[config.mk]
export PLATFORM = sky130hd
export DESIGN_NAME = multicycle_control
export DESIGN_NICKNAME = d
export VERILOG_FILES = /design/src/rtl/multicycle_control.sv
export SDC_FILE = /design/constraint.sdc
export NUM_CORES = 1
export LEC_CHECK = 0
export ABC_AREA = 1
export CAP_MARGIN = 40
export CELL_PAD_IN_SITES_DETAIL_PLACEMENT = 0
export CELL_PAD_IN_SITES_GLOBAL_PLACEMENT = 2
export CORE_UTILIZATION = 16
export DETAILED_ROUTE_END_ITERATION = 12
export MAX_ROUTING_LAYER = met4
export PLACE_DENSITY = 0.83
export SYNTH_ARGS = -nofsm -noshare
export SYNTH_HDL_FRONTEND = slang
export SYNTH_SLANG_ARGS = --single-unit
[constraint.sdc]
create_clock -name clk -period 1.25 [get_ports clk]
set_input_delay 0.25 -clock clk [delete_from_list [all_inputs] [get_ports clk]]
set_output_delay 0.25 -clock clk [all_outputs]
set_load 0.01 [all_outputs]
[src/rtl/multicycle_control.sv]
// Multi-cycle MIPS main control FSM: sequences shared memory, IR, PC and register file.
// state | meaning
// FETCH  (0)  | read instruction at PC, PC+4 committed when memory completes
// DECODE (1)  | register read, branch target into ALUOut, dispatch on op
// MEMADR (2)  | rs + signext imm address for lw/sw
// MEMRD  (3)  | data read, waits on mem_ready
// MEMWB  (4)  | MDR written to rt
// MEMWR  (5)  | data write, waits on mem_ready
// EXEC   (6)  | R-type ALU operation
// ALUWB  (7)  | ALUOut written to rd
// BRANCH (8)  | beq compare, PC <= ALUOut when zero
// ADDIEX (9)  | rs + signext imm
// ADDIWB (10) | ALUOut written to rt
// JUMP   (11) | PC <= jump target
module multicycle_control #(
  parameter logic [5:0] OP_RTYPE = 6'h00,
  parameter logic [5:0] OP_LW    = 6'h23,
  parameter logic [5:0] OP_SW    = 6'h2B,
  parameter logic [5:0] OP_BEQ   = 6'h04,
  parameter logic [5:0] OP_ADDI  = 6'h08,
  parameter logic [5:0] OP_J     = 6'h02
) (
  input  logic       clk,
  input  logic       rst,
  input  logic [5:0] op,
  input  logic       zero,
  input  logic       mem_ready,
  output logic       pc_en,
  output logic       ir_write,
  output logic       i_or_d,
  output logic       mem_read,
  output logic       mem_write,
  output logic       reg_write,
  output logic       reg_dst,
  output logic       mem_to_reg,
  output logic       alu_src_a,
  output logic [1:0] alu_src_b,
  output logic [1:0] alu_op,
  output logic [1:0] pc_src,
  output logic [3:0] state,
  output logic       illegal_op
);

  localparam logic [3:0] S_FETCH  = 4'd0;
  localparam logic [3:0] S_DECODE = 4'd1;
  localparam logic [3:0] S_MEMADR = 4'd2;
  localparam logic [3:0] S_MEMRD  = 4'd3;
  localparam logic [3:0] S_MEMWB  = 4'd4;
  localparam logic [3:0] S_MEMWR  = 4'd5;
  localparam logic [3:0] S_EXEC   = 4'd6;
  localparam logic [3:0] S_ALUWB  = 4'd7;
  localparam logic [3:0] S_BRANCH = 4'd8;
  localparam logic [3:0] S_ADDIEX = 4'd9;
  localparam logic [3:0] S_ADDIWB = 4'd10;
  localparam logic [3:0] S_JUMP   = 4'd11;

  logic [3:0] state_q, state_d;

  always_comb begin
    state_d = state_q;
    case (state_q)
      S_FETCH:  if (mem_ready) state_d = S_DECODE;
      S_DECODE: begin
        case (op)
          OP_LW, OP_SW: state_d = S_MEMADR;
          OP_RTYPE:     state_d = S_EXEC;
          OP_BEQ:       state_d = S_BRANCH;
          OP_ADDI:      state_d = S_ADDIEX;
          OP_J:         state_d = S_JUMP;
          default:      state_d = S_FETCH;
        endcase
      end
      S_MEMADR: state_d = (op == OP_LW) ? S_MEMRD : S_MEMWR;
      S_MEMRD:  if (mem_ready) state_d = S_MEMWB;
      S_MEMWR:  if (mem_ready) state_d = S_FETCH;
      S_EXEC:   state_d = S_ALUWB;
      S_ADDIEX: state_d = S_ADDIWB;
      // MEMWB, ALUWB, BRANCH, ADDIWB, JUMP and unused encodings all retire to FETCH
      default:  state_d = S_FETCH;
    endcase
  end

  always_ff @(posedge clk) begin
    if (rst) state_q <= S_FETCH;
    else     state_q <= state_d;
  end

  always_comb begin
    pc_en      = 1'b0;
    ir_write   = 1'b0;
    i_or_d     = 1'b0;
    mem_read   = 1'b0;
    mem_write  = 1'b0;
    reg_write  = 1'b0;
    reg_dst    = 1'b0;
    mem_to_reg = 1'b0;
    alu_src_a  = 1'b0;
    alu_src_b  = 2'b00;
    alu_op     = 2'b00;
    pc_src     = 2'b00;
    illegal_op = 1'b0;
    case (state_q)
      S_FETCH: begin
        mem_read  = 1'b1;
        alu_src_b = 2'b01;
        ir_write  = mem_ready;
        pc_en     = mem_ready;
      end
      S_DECODE: begin
        alu_src_b = 2'b11;
        case (op)
          OP_RTYPE, OP_LW, OP_SW, OP_BEQ, OP_ADDI, OP_J: illegal_op = 1'b0;
          default: illegal_op = 1'b1;
        endcase
      end
      S_MEMADR, S_ADDIEX: begin
        alu_src_a = 1'b1;
        alu_src_b = 2'b10;
      end
      S_MEMRD: begin
        mem_read = 1'b1;
        i_or_d   = 1'b1;
      end
      S_MEMWR: begin
        mem_write = 1'b1;
        i_or_d    = 1'b1;
      end
      S_MEMWB: begin
        reg_write  = 1'b1;
        mem_to_reg = 1'b1;
      end
      S_EXEC: begin
        alu_src_a = 1'b1;
        alu_op    = 2'b10;
      end
      S_ALUWB: begin
        reg_write = 1'b1;
        reg_dst   = 1'b1;
      end
      S_ADDIWB: reg_write = 1'b1;
      S_BRANCH: begin
        alu_src_a = 1'b1;
        alu_op    = 2'b01;
        pc_src    = 2'b01;
        pc_en     = zero;
      end
      S_JUMP: begin
        pc_src = 2'b10;
        pc_en  = 1'b1;
      end
      default: ;
    endcase
    // Reset abandons the instruction: nothing may be requested or written on that cycle
    if (rst) begin
      pc_en      = 1'b0;
      ir_write   = 1'b0;
      i_or_d     = 1'b0;
      mem_read   = 1'b0;
      mem_write  = 1'b0;
      reg_write  = 1'b0;
      reg_dst    = 1'b0;
      mem_to_reg = 1'b0;
      alu_src_a  = 1'b0;
      alu_src_b  = 2'b00;
      alu_op     = 2'b00;
      pc_src     = 2'b00;
      illegal_op = 1'b0;
    end
  end

  assign state = state_q;

endmodule
==> flow_metrics.py, run 1 <==
metrics = {
    "critical_path": {
        "worst_path_dominant_cell_family": "buffers and inverters",
        "worst_ep_required_time_ns": 1.00,
        "cpPeakStageDelay_ns": 0.35,
        "cp_slowest_cell": "dfxtp_2",
        "crit_fanout": 4,
        "path_cells": "inv_4, buf_4, nor3_1, o31ai_1, inv_1, buf_2",
        "crit_buf_inv": 4,
        "critical_path_arrival_ns": 1.26,
        "path_class": "reg2out",
        "start_kind": "flop",
        "endpoint_kind": "output pin",
    },
    "cells_and_area": {
        "multi_input_area_um2": 534,
        "n_fill_cell": 355,
        "drive_above_1_share": 0.582,
        "area.sequential_um2": 92.6,
        "n_antenna_cell": 0,
        "largest_reg_flops": 4,
        "mostFrequentLayoutCell": "buf_4",
        "instances_no_fill": 228,
        "final_cell_mix": "buf_4 (39), nand2_1 (20), nor2_1 (15), buf_2 (15), inv_1 (13)",
        "nNetsFinal": 196,
        "synthToLayoutAreaGrowth_pct": 147,
    },
    "min_path": {
        "hp-class": "in2reg",
    },
    "sta": {
        "rsz0062_at_grt": "yes",
        "finalMaxSlewViolations": 0,
        "hold_ws_ns": 0.581,
        "tightestPinTransition_ns": 0.196,
        "finClkSkew_ns": 0.00200,
        "max_freq_mhz": 661,
        "final-setup-viol-count": 21,
        "hold_viol": 0,
        "max_slew_margin": 0.868,
        "post-route-min-period_ns": 1.51,
        "worst_slack_ns": -0.263,
        "finalCritPeriodShare": 1.21,
    },
    "detailed_routing": {
        "firstDrtPassIters": 4,
        "first_iter_violations": 9,
        "wl_per_cell_um": 9.79,
        "vias": 919,
        "vias_per_cell": 4.03,
        "routed_wl_mm": 2.23,
        "ant_nets": 0,
        "drc": 0,
    },
    "floorplan": {
        "die-width_um": 59.7,
        "die-area_um2": 3560,
        "ios": 30,
        "core_um2": 3100,
        "die_h_um": 59.7,
        "num_rows": 20,
        "initial_core_util": 0.171,
    },
    "global_route": {
        "grt_overflow": 0,
        "antenna_found_initial": 0,
        "grt_start_max_net_pins": 11,
        "grt_pass1_vias": 838,
        "grt_usage": 0.129,
        "grt_pass1_wl_mm": 3.36,
    },
    "power_and_ir_drop": {
        "power_density_nw_per_um2": 416,
        "peakVddDrop_v": 0.000396,
        "combPwrFrac": 0.455,
        "p_leak_nw": 0.715,
        "p_total_mw": 0.545,
        "p_seq_frac": 0.261,
        "clkPwrFrac": 0.284,
        "intPower_mw": 0.363,
        "p_sw_frac": 0.334,
        "switching_power_mw": 0.182,
    },
    "run": {
        "max-cap-violations": 0,
    },
    "logic_synthesis": {
        "synth_top_area_frac": 0.205,
        "syn_nets": 121,
        "synth_area_leader_cell": "nand2_1",
        "synth_cell_type_count": 16,
        "synth-seq-cells": 4,
        "syn_area_um2": 532,
        "ys_seq_area_frac": 0.151,
        "syn_avg_cell_area_um2": 4.79,
        "ys.warnings.count": 0,
        "syn_inst": 111,
        "yosys-top-cells-area": "nand2_1 (20%), nor2_1 (18%), dfxtp_1 (15%), inv_1 (14%), nand3_1 (9.4%)",
    },
    "cts": {
        "cts_root_buf": "clkbuf_4",
        "cts_buffers": 3,
        "clockBufferDepth": 2,
        "clk_pin_slew_ns": 0.03,
        "holdBufCountCts": 0,
        "cts_sinks": 4,
        "clkLatencyLatePin_ns": 0.23,
        "htreeDepth": 1,
        "cts_tree": "done",
    },
    "placement": {
        "dp_hpwl_mm": 1.69,
        "portBuffers": 29,
        "gp_congestion": 0.874,
        "numPlacedInstances": 217,
    },
    "status": {
        "outcome": "finished, violations left",
        "violations": "negative setup slack",
    },
}
==> worst paths after layout <==
kind,from,end,slack [ns],cells after the start
worst min register to register,state[2]$_SDFFE_PP0P_,state[3]$_SDFFE_PP0P_,0.74,4
worst min-delay path,rst,state[1]$_SDFFE_PP0P_,0.58,5
worst max-delay path,state[3]$_SDFFE_PP0P_,pc_en,-0.26,6
worst max register to register,state[1]$_SDFFE_PP0P_,state[0]$_SDFFE_PP0P_,-0.14,10
==> area by class of cell <==
cell class                      instances  area share
Multi-Input combinational cell         85       0.407
Clock buffer                            3      0.0172
Tap cell                               44      0.0420
Timing Repair Buffer                   71       0.401
Sequential cell                         4      0.0706
Inverter                               21      0.0620
==> cell families (layout without fill, tap and decap cells) <==
group                  after synthesis  count (layout)  share of synthesized area
AOI/OAI and AO/OA                    9               9                     0.0918
and+or+nand+nor                     76              76                      0.602
buffers and inverters               22              95                      0.155
DFF                                  4               4                      0.151
==> Yosys cell counts <==
master	count
o31ai_1	1
nand3_1	10
clkbuf_1	1
inv_2	1
a31oi_1	1
a21oi_1	6
nor4_1	1
nand2_2	2
nand4_1	1
nand2_1	29
o21ai_0	1
inv_1	20
nor2_2	2
nor2_1	25
nor3_1	6
dfxtp_1	4
==> metrics by stage <==
stage	utilization	instance area [µm²]	setup slack, ns	TNS, ns
final	0.423	1310	-0.263	-3.46
after global routing	0.423	1310	-0.356	-5.01
after CTS	0.396	1230	-0.269	-3.68
after detailed placement	0.372	1150	-0.775	-11.07
after global placement	0.372	1150	-0.726	-10.73
after floorplan	-	557	-0.0513	-0.0513
==> what timing repair did <==
item                                   in CTS  in global routing
resized for setup                         104                 26
endpoints found under the hold margin       0                  0
pin swaps                                   7                 10
setup buffers                               7                  2
setup endpoints to repair                  24                 22
==> per-layer routing <==
layer,vias to the layer above,GRT usage,part of all wire
met4,0,0.0598,0.0045
met1,416,0.155,0.45
met5,-,-,0
li1,492,-,-
met3,2,0.0195,0.016
met2,9,0.211,0.53
==> worst register-to-register path: stages, from the launching register on <==
cell and delay [ns]:
dfxtp_4 0.41, inv_2 0.06, nand2_4 0.09, inv_2 0.07, buf_4 0.13, buf_4 0.12, nand3_2 0.06, nand2_2 0.07
nor2_2 0.11, nand2_1 0.07, a21oi_2 0.11
==> power by group through the flow <==
stage | sequential [mW] | combinational (mW) | clock [mW]
final | 0.142 | 0.248 | 0.155
after global routing | 0.143 | 0.269 | 0.180
after CTS | 0.140 | 0.237 | 0.168
after detailed placement | 0.141 | 0.217 | 0
after global placement | 0.142 | 0.216 | 0
after floorplan | 0.144 | 0.0814 | 0
(Power assumes the default switching activity.)
==> run 2: changes to the inputs <==
--- a/config.mk
+++ b/config.mk
@@ -9,10 +9,10 @@
 export CAP_MARGIN = 40
 export CELL_PAD_IN_SITES_DETAIL_PLACEMENT = 0
 export CELL_PAD_IN_SITES_GLOBAL_PLACEMENT = 2
-export CORE_UTILIZATION = 16
+export CORE_UTILIZATION = 17
 export DETAILED_ROUTE_END_ITERATION = 12
 export MAX_ROUTING_LAYER = met4
-export PLACE_DENSITY = 0.83
+export PLACE_DENSITY = 0.87
 export SYNTH_ARGS = -nofsm -noshare
 export SYNTH_HDL_FRONTEND = slang
 export SYNTH_SLANG_ARGS = --single-unit
==> constraint.sdc (replaced) <==
create_clock -name clk -period 1.8 [get_ports clk]
set_input_delay 0.36 -clock clk [delete_from_list [all_inputs] [get_ports clk]]
set_output_delay 0.36 -clock clk [all_outputs]
set_load 0.01 [all_outputs]
==> flow_metrics.py, run 2 (same netlist as run 1, synthesis figures left out) <==
metrics = {
    "status": {
        "outcome": "finished, violations left",
        "violations": "design-rule violations",
    },
    "placement": {
        "gp_congestion": 0.838,
        "dp_hpwl_mm": 1.65,
        "portBuffers": 29,
        "numPlacedInstances": 203,
    },
    "power_and_ir_drop": {
        "power_density_nw_per_um2": 303,
        "p_seq_frac": 0.264,
        "switching_power_mw": 0.123,
        "combPwrFrac": 0.415,
        "peakVddDrop_v": 0.000238,
        "clkPwrFrac": 0.322,
        "p_leak_nw": 0.686,
        "intPower_mw": 0.243,
        "p_sw_frac": 0.335,
    },
    "floorplan": {
        "die_h_um": 57.9,
        "num_rows": 19,
        "die-width_um": 57.9,
        "die-area_um2": 3360,
        "ios": 30,
        "initial_core_util": 0.186,
        "core_um2": 2850,
    },
    "detailed_routing": {
        "first_iter_violations": 15,
        "vias_per_cell": 4.25,
        "routed_wl_mm": 2.05,
        "firstDrtPassIters": 8,
        "wl_per_cell_um": 9.94,
        "drc": 1,
        "ant_nets": 0,
        "vias": 876,
    },
    "cells_and_area": {
        "final_cell_mix": "buf_4 (33), nand2_1 (25), nor2_1 (18)",
        "drive_above_1_share": 0.406,
        "synthToLayoutAreaGrowth_pct": 127,
        "area.sequential_um2": 86.3,
        "multi_input_area_um2": 458,
        "largest_reg_flops": 4,
        "n_antenna_cell": 0,
        "instances_no_fill": 206,
        "mostFrequentLayoutCell": "buf_4",
        "nNetsFinal": 187,
        "postLayoutCoreUtil": 0.423,
        "n_fill_cell": 310,
    },
    "critical_path": {
        "crit_fanout": 3,
        "worst_ep_required_time_ns": 1.44,
        "critical_path_arrival_ns": 1.38,
        "path_class": "in2out",
        "r2r_cells": 10,
        "start_kind": "input pin",
        "endpoint_kind": "output pin",
    },
    "cts": {
        "postCtsSetupBuffers": 0,
        "clockBufferDepth": 2,
        "cts_root_buf": "clkbuf_4",
        "clk_pin_slew_ns": 0.04,
        "cts_tree": "done",
        "clkLatencyLatePin_ns": 0.24,
        "htreeDepth": 1,
        "cts_buffers": 3,
        "cts_sinks": 4,
    },
    "sta": {
        "finalMaxSlewViolations": 0,
        "final-setup-viol-count": 0,
        "max_freq_mhz": 573,
        "rsz0062_at_grt": "yes",
        "finalSetupTns_ns": 0,
        "finalCritPeriodShare": 0.969,
        "max_slew_margin": 0.863,
        "tightestPinTransition_ns": 0.203,
        "post-route-min-period_ns": 1.74,
        "hold_viol": 0,
        "finClkSkew_ns": 0.00253,
        "hold_ws_ns": 0.544,
    },
    "run": {
        "max-cap-violations": 0,
    },
    "min_path": {
        "hold_depth": 3,
        "hp-class": "in2reg",
    },
    "global_route": {
        "grt_overflow": 0,
        "grt_usage": 0.126,
        "grt_start_max_net_pins": 13,
        "antenna_found_initial": 0,
        "grt_pass1_vias": 778,
        "grt_pass1_wl_mm": 3.22,
    },
}
[run 2: changes by cell type in the layout (fill, tap and decap cells not counted), moves of 4 or more]
cell,previous run,this run
dlymetal6s2s_1,0,6
nand2_4,5,1
buf_4,39,33
nand2_1,20,25
inv_1,13,17
buf_2,15,2
clkdlybuf4s50_1,2,6
[run 2: repair_timing]
action,4_1_cts,5_1_grt
endpoints found under the setup margin,16,13
hold buffers,0,0
pin swaps,2,1
gates resized for setup,41,28
[run 2: metal layers]
metal	routed length [µm]	global-route usage	up-vias
met2	1010	0.197	9
met5	0	-	-
li1	-	-	477
met4	14	0.0612	0
met3	28	0.00670	2
met1	993	0.167	388
[run 2: through the flow]
step	instance area, µm²	total power, mW	setup slack [ns]
after CTS	1130	0.367	-0.0234
final	1210	0.366	0.0551
after floorplan	532	0.153	0.224
after detailed placement	1100	0.245	-0.460
after global routing	1210	0.397	-0.0590
after global placement	1100	0.244	-0.428
[run 2: power groups by stage]
stage | Sequential (mW) | Combinational, mW | Clock [mW]
after detailed placement | 0.0980 | 0.147 | 0
after CTS | 0.0970 | 0.144 | 0.126
after global routing | 0.0968 | 0.166 | 0.134
final | 0.0965 | 0.152 | 0.118
after global placement | 0.0980 | 0.146 | 0
after floorplan | 0.0984 | 0.0547 | 0
[run 2: area by class of cell]
class                           count  area share
Multi-Input combinational cell     85       0.379
Tap cell                           31      0.0321
Timing Repair Buffer               62       0.433
Clock buffer                        3      0.0187
Inverter                           21      0.0653
Sequential cell                     4      0.0715
[run 2: worst paths after layout]
kind	start	endpoint	slack (ns)
worst min-delay path	rst	state[0]$_SDFFE_PP0P_	0.54
worst max-delay path	mem_ready	pc_en	0.06
worst max register to register	state[1]$_SDFFE_PP0P_	state[1]$_SDFFE_PP0P_	0.49
worst min register to register	state[2]$_SDFFE_PP0P_	state[3]$_SDFFE_PP0P_	0.76
[run 2: critical path: stages]
cell and delay (ns):
clkdlybuf4s50_1 0.43, inv_2 0.09, nor2_2 0.05, o31ai_2 0.17
inv_1 0.06, clkdlybuf4s15_2 0.22
==> run 3: changes to the inputs <==
--- a/config.mk
+++ b/config.mk
@@ -10,7 +10,9 @@
 export CELL_PAD_IN_SITES_DETAIL_PLACEMENT = 0
 export CELL_PAD_IN_SITES_GLOBAL_PLACEMENT = 2
 export CORE_UTILIZATION = 17
+export CTS_CLUSTER_SIZE = 10
 export DETAILED_ROUTE_END_ITERATION = 12
+export GPL_TIMING_DRIVEN = 0
 export MAX_ROUTING_LAYER = met4
 export PLACE_DENSITY = 0.87
 export SYNTH_ARGS = -nofsm -noshare
==> flow_metrics.py, run 3 (same netlist as run 1, synthesis figures left out) <==
metrics = {
    "status": {
        "outcome": "finished, violations left",
        "violations": "design-rule violations",
    },
    "detailed_routing": {
        "drc": 1,
        "firstDrtPassIters": 8,
        "routed_wl_mm": 1.93,
        "wl_per_cell_um": 10.6,
        "vias": 818,
        "vias_per_cell": 4.49,
        "ant_nets": 0,
        "first_iter_violations": 10,
    },
    "power_and_ir_drop": {
        "combPwrFrac": 0.392,
        "p_seq_frac": 0.278,
        "intPower_mw": 0.226,
        "power_density_nw_per_um2": 342,
        "switching_power_mw": 0.116,
        "clkPwrFrac": 0.329,
        "p_sw_frac": 0.339,
        "peakVddDrop_v": 0.000208,
        "p_leak_nw": 0.547,
        "p_total_mw": 0.342,
    },
    "critical_path": {
        "r2r-start": "state[3]$_SDFFE_PP0P_",
        "crit_fanout": 5,
        "r2r_cells": 9,
        "r2r_end": "state[0]$_SDFFE_PP0P_",
        "rrSetupSlack_ns": 0.48,
        "endpoint_kind": "output pin",
        "path_class": "reg2out",
        "worst_ep_required_time_ns": 1.44,
        "critical_path_arrival_ns": 1.33,
        "start_kind": "flop",
    },
    "cts": {
        "holdBufCountCts": 0,
        "htreeDepth": 1,
        "clockBufferDepth": 2,
        "clkLatencyLatePin_ns": 0.24,
        "cts_buffers": 3,
        "cts_root_buf": "clkbuf_4",
        "cts_tree": "done",
        "clk_pin_slew_ns": 0.04,
        "cts_sinks": 4,
    },
    "placement": {
        "dp_hpwl_mm": 1.46,
        "gp_congestion": 0.810,
        "dpl_worst_slack_ns": -0.572,
        "portBuffers": 29,
    },
    "floorplan": {
        "initial_core_util": 0.186,
        "die_h_um": 57.9,
        "core_um2": 2850,
        "num_rows": 19,
        "die-area_um2": 3360,
        "die-width_um": 57.9,
        "ios": 30,
    },
    "cells_and_area": {
        "nNetsFinal": 163,
        "mostFrequentLayoutCell": "nand2_1",
        "n_antenna_cell": 0,
        "n_fill_cell": 342,
        "synthToLayoutAreaGrowth_pct": 88.0,
        "final_cell_mix": "nand2_1 (24), nor2_1 (18), inv_1 (17)",
        "largest_reg_flops": 4,
        "drive_above_1_share": 0.325,
    },
    "global_route": {
        "antenna_found_initial": 0,
        "grt_overflow": 0,
        "grt_pass1_wl_mm": 3.09,
        "grt_usage": 0.122,
        "grt_start_max_net_pins": 11,
        "grt_pass1_vias": 746,
    },
    "min_path": {
        "hp-class": "in2reg",
        "hold_end": "state[2]$_SDFFE_PP0P_",
        "hold_depth": 5,
        "hold_start": "mem_ready",
    },
    "sta": {
        "worst_slack_ns": 0.108,
        "finalCritPeriodShare": 0.940,
        "hold_viol": 0,
        "finalMaxSlewViolations": 0,
        "final-setup-viol-count": 0,
        "rsz0062_at_grt": "no",
        "max_freq_mhz": 591,
        "max_slew_margin": 0.840,
        "tightestPinTransition_ns": 0.238,
        "post-route-min-period_ns": 1.69,
        "finClkSkew_ns": 0.00105,
    },
    "run": {
        "max-cap-violations": 0,
    },
}
run 3: critical path, cell delays in order (launching register included):
cell and delay [ns]:
dfxtp_1 0.36, inv_2 0.08, buf_4 0.14, nor4_1 0.21, dlygate4sd2_1 0.30
run 3: through the flow:
step                std cells  hold slack (ns)  utilization  area, µm²  setup TNS, ns
finish                    182            0.638        0.350       1000              0
global placement          171            0.769        0.302        861          -6.60
global route              182            0.680        0.350       1000              0
detailed placement        171            0.751        0.302        861          -6.46
floorplan                 111            0.549            -        532              0
CTS                       177            0.678        0.331        943        -0.0249
run 3: worst max-delay path by stage:
stage | start | to | slack (ns) | cells after the start
final | state[3]$_SDFFE_PP0P_ | pc_src[1] | 0.11 | 4
after global routing | state[3]$_SDFFE_PP0P_ | alu_op[1] | 0.01 | 6
after CTS | state[3]$_SDFFE_PP0P_ | reg_write | -0.02 | 8
after detailed placement | rst | reg_write | -0.57 | 7
after global placement | rst | reg_write | -0.59 | 7
after floorplan | state[2]$_SDFFE_PP0P_ | reg_write | 0.22 | 6
run 3: what timing repair did:
action | in CTS | in global routing
pin swaps | 2 | 2
gates cloned | 0 | 0
gates resized for setup | 52 | 26
setup endpoints to repair | 16 | 8
endpoints found under the hold margin | 0 | 0
buffers inserted | 3 | 5
run 3: layer usage:
metal / global-route usage / share of wire / vias to the layer above
met2: 0.174 / 0.48 / 9
met4: 0.0510 / 0.0062 / 0
met3: 0.0201 / 0.027 / 2
li1: - / - / 425
met1: 0.169 / 0.49 / 382
met5: - / 0 / -
run 3: cell type report:
class | instances | area (µm²) | share of cell area
plain buffers | 1 | 13.8 | 0.0138
inverters | 21 | 78.8 | 0.0788
well taps | 31 | 38.8 | 0.0388
clock buffers | 3 | 22.5 | 0.0225
repair buffers | 37 | 304 | 0.304
multi-input cells | 85 | 450 | 0.451
flip-flops and latches | 4 | 91.3 | 0.0914
run 3: power groups by stage:
| stage | clock network, mW | logic (mW) | registers (mW) |
|---|---|---|---|
| floorplan | 0 | 0.0547 | 0.0984 |
| global placement | 0 | 0.115 | 0.0989 |
| detailed placement | 0 | 0.115 | 0.0989 |
| CTS | 0.117 | 0.119 | 0.0983 |
| global route | 0.126 | 0.148 | 0.0956 |
| finish | 0.113 | 0.134 | 0.0951 |
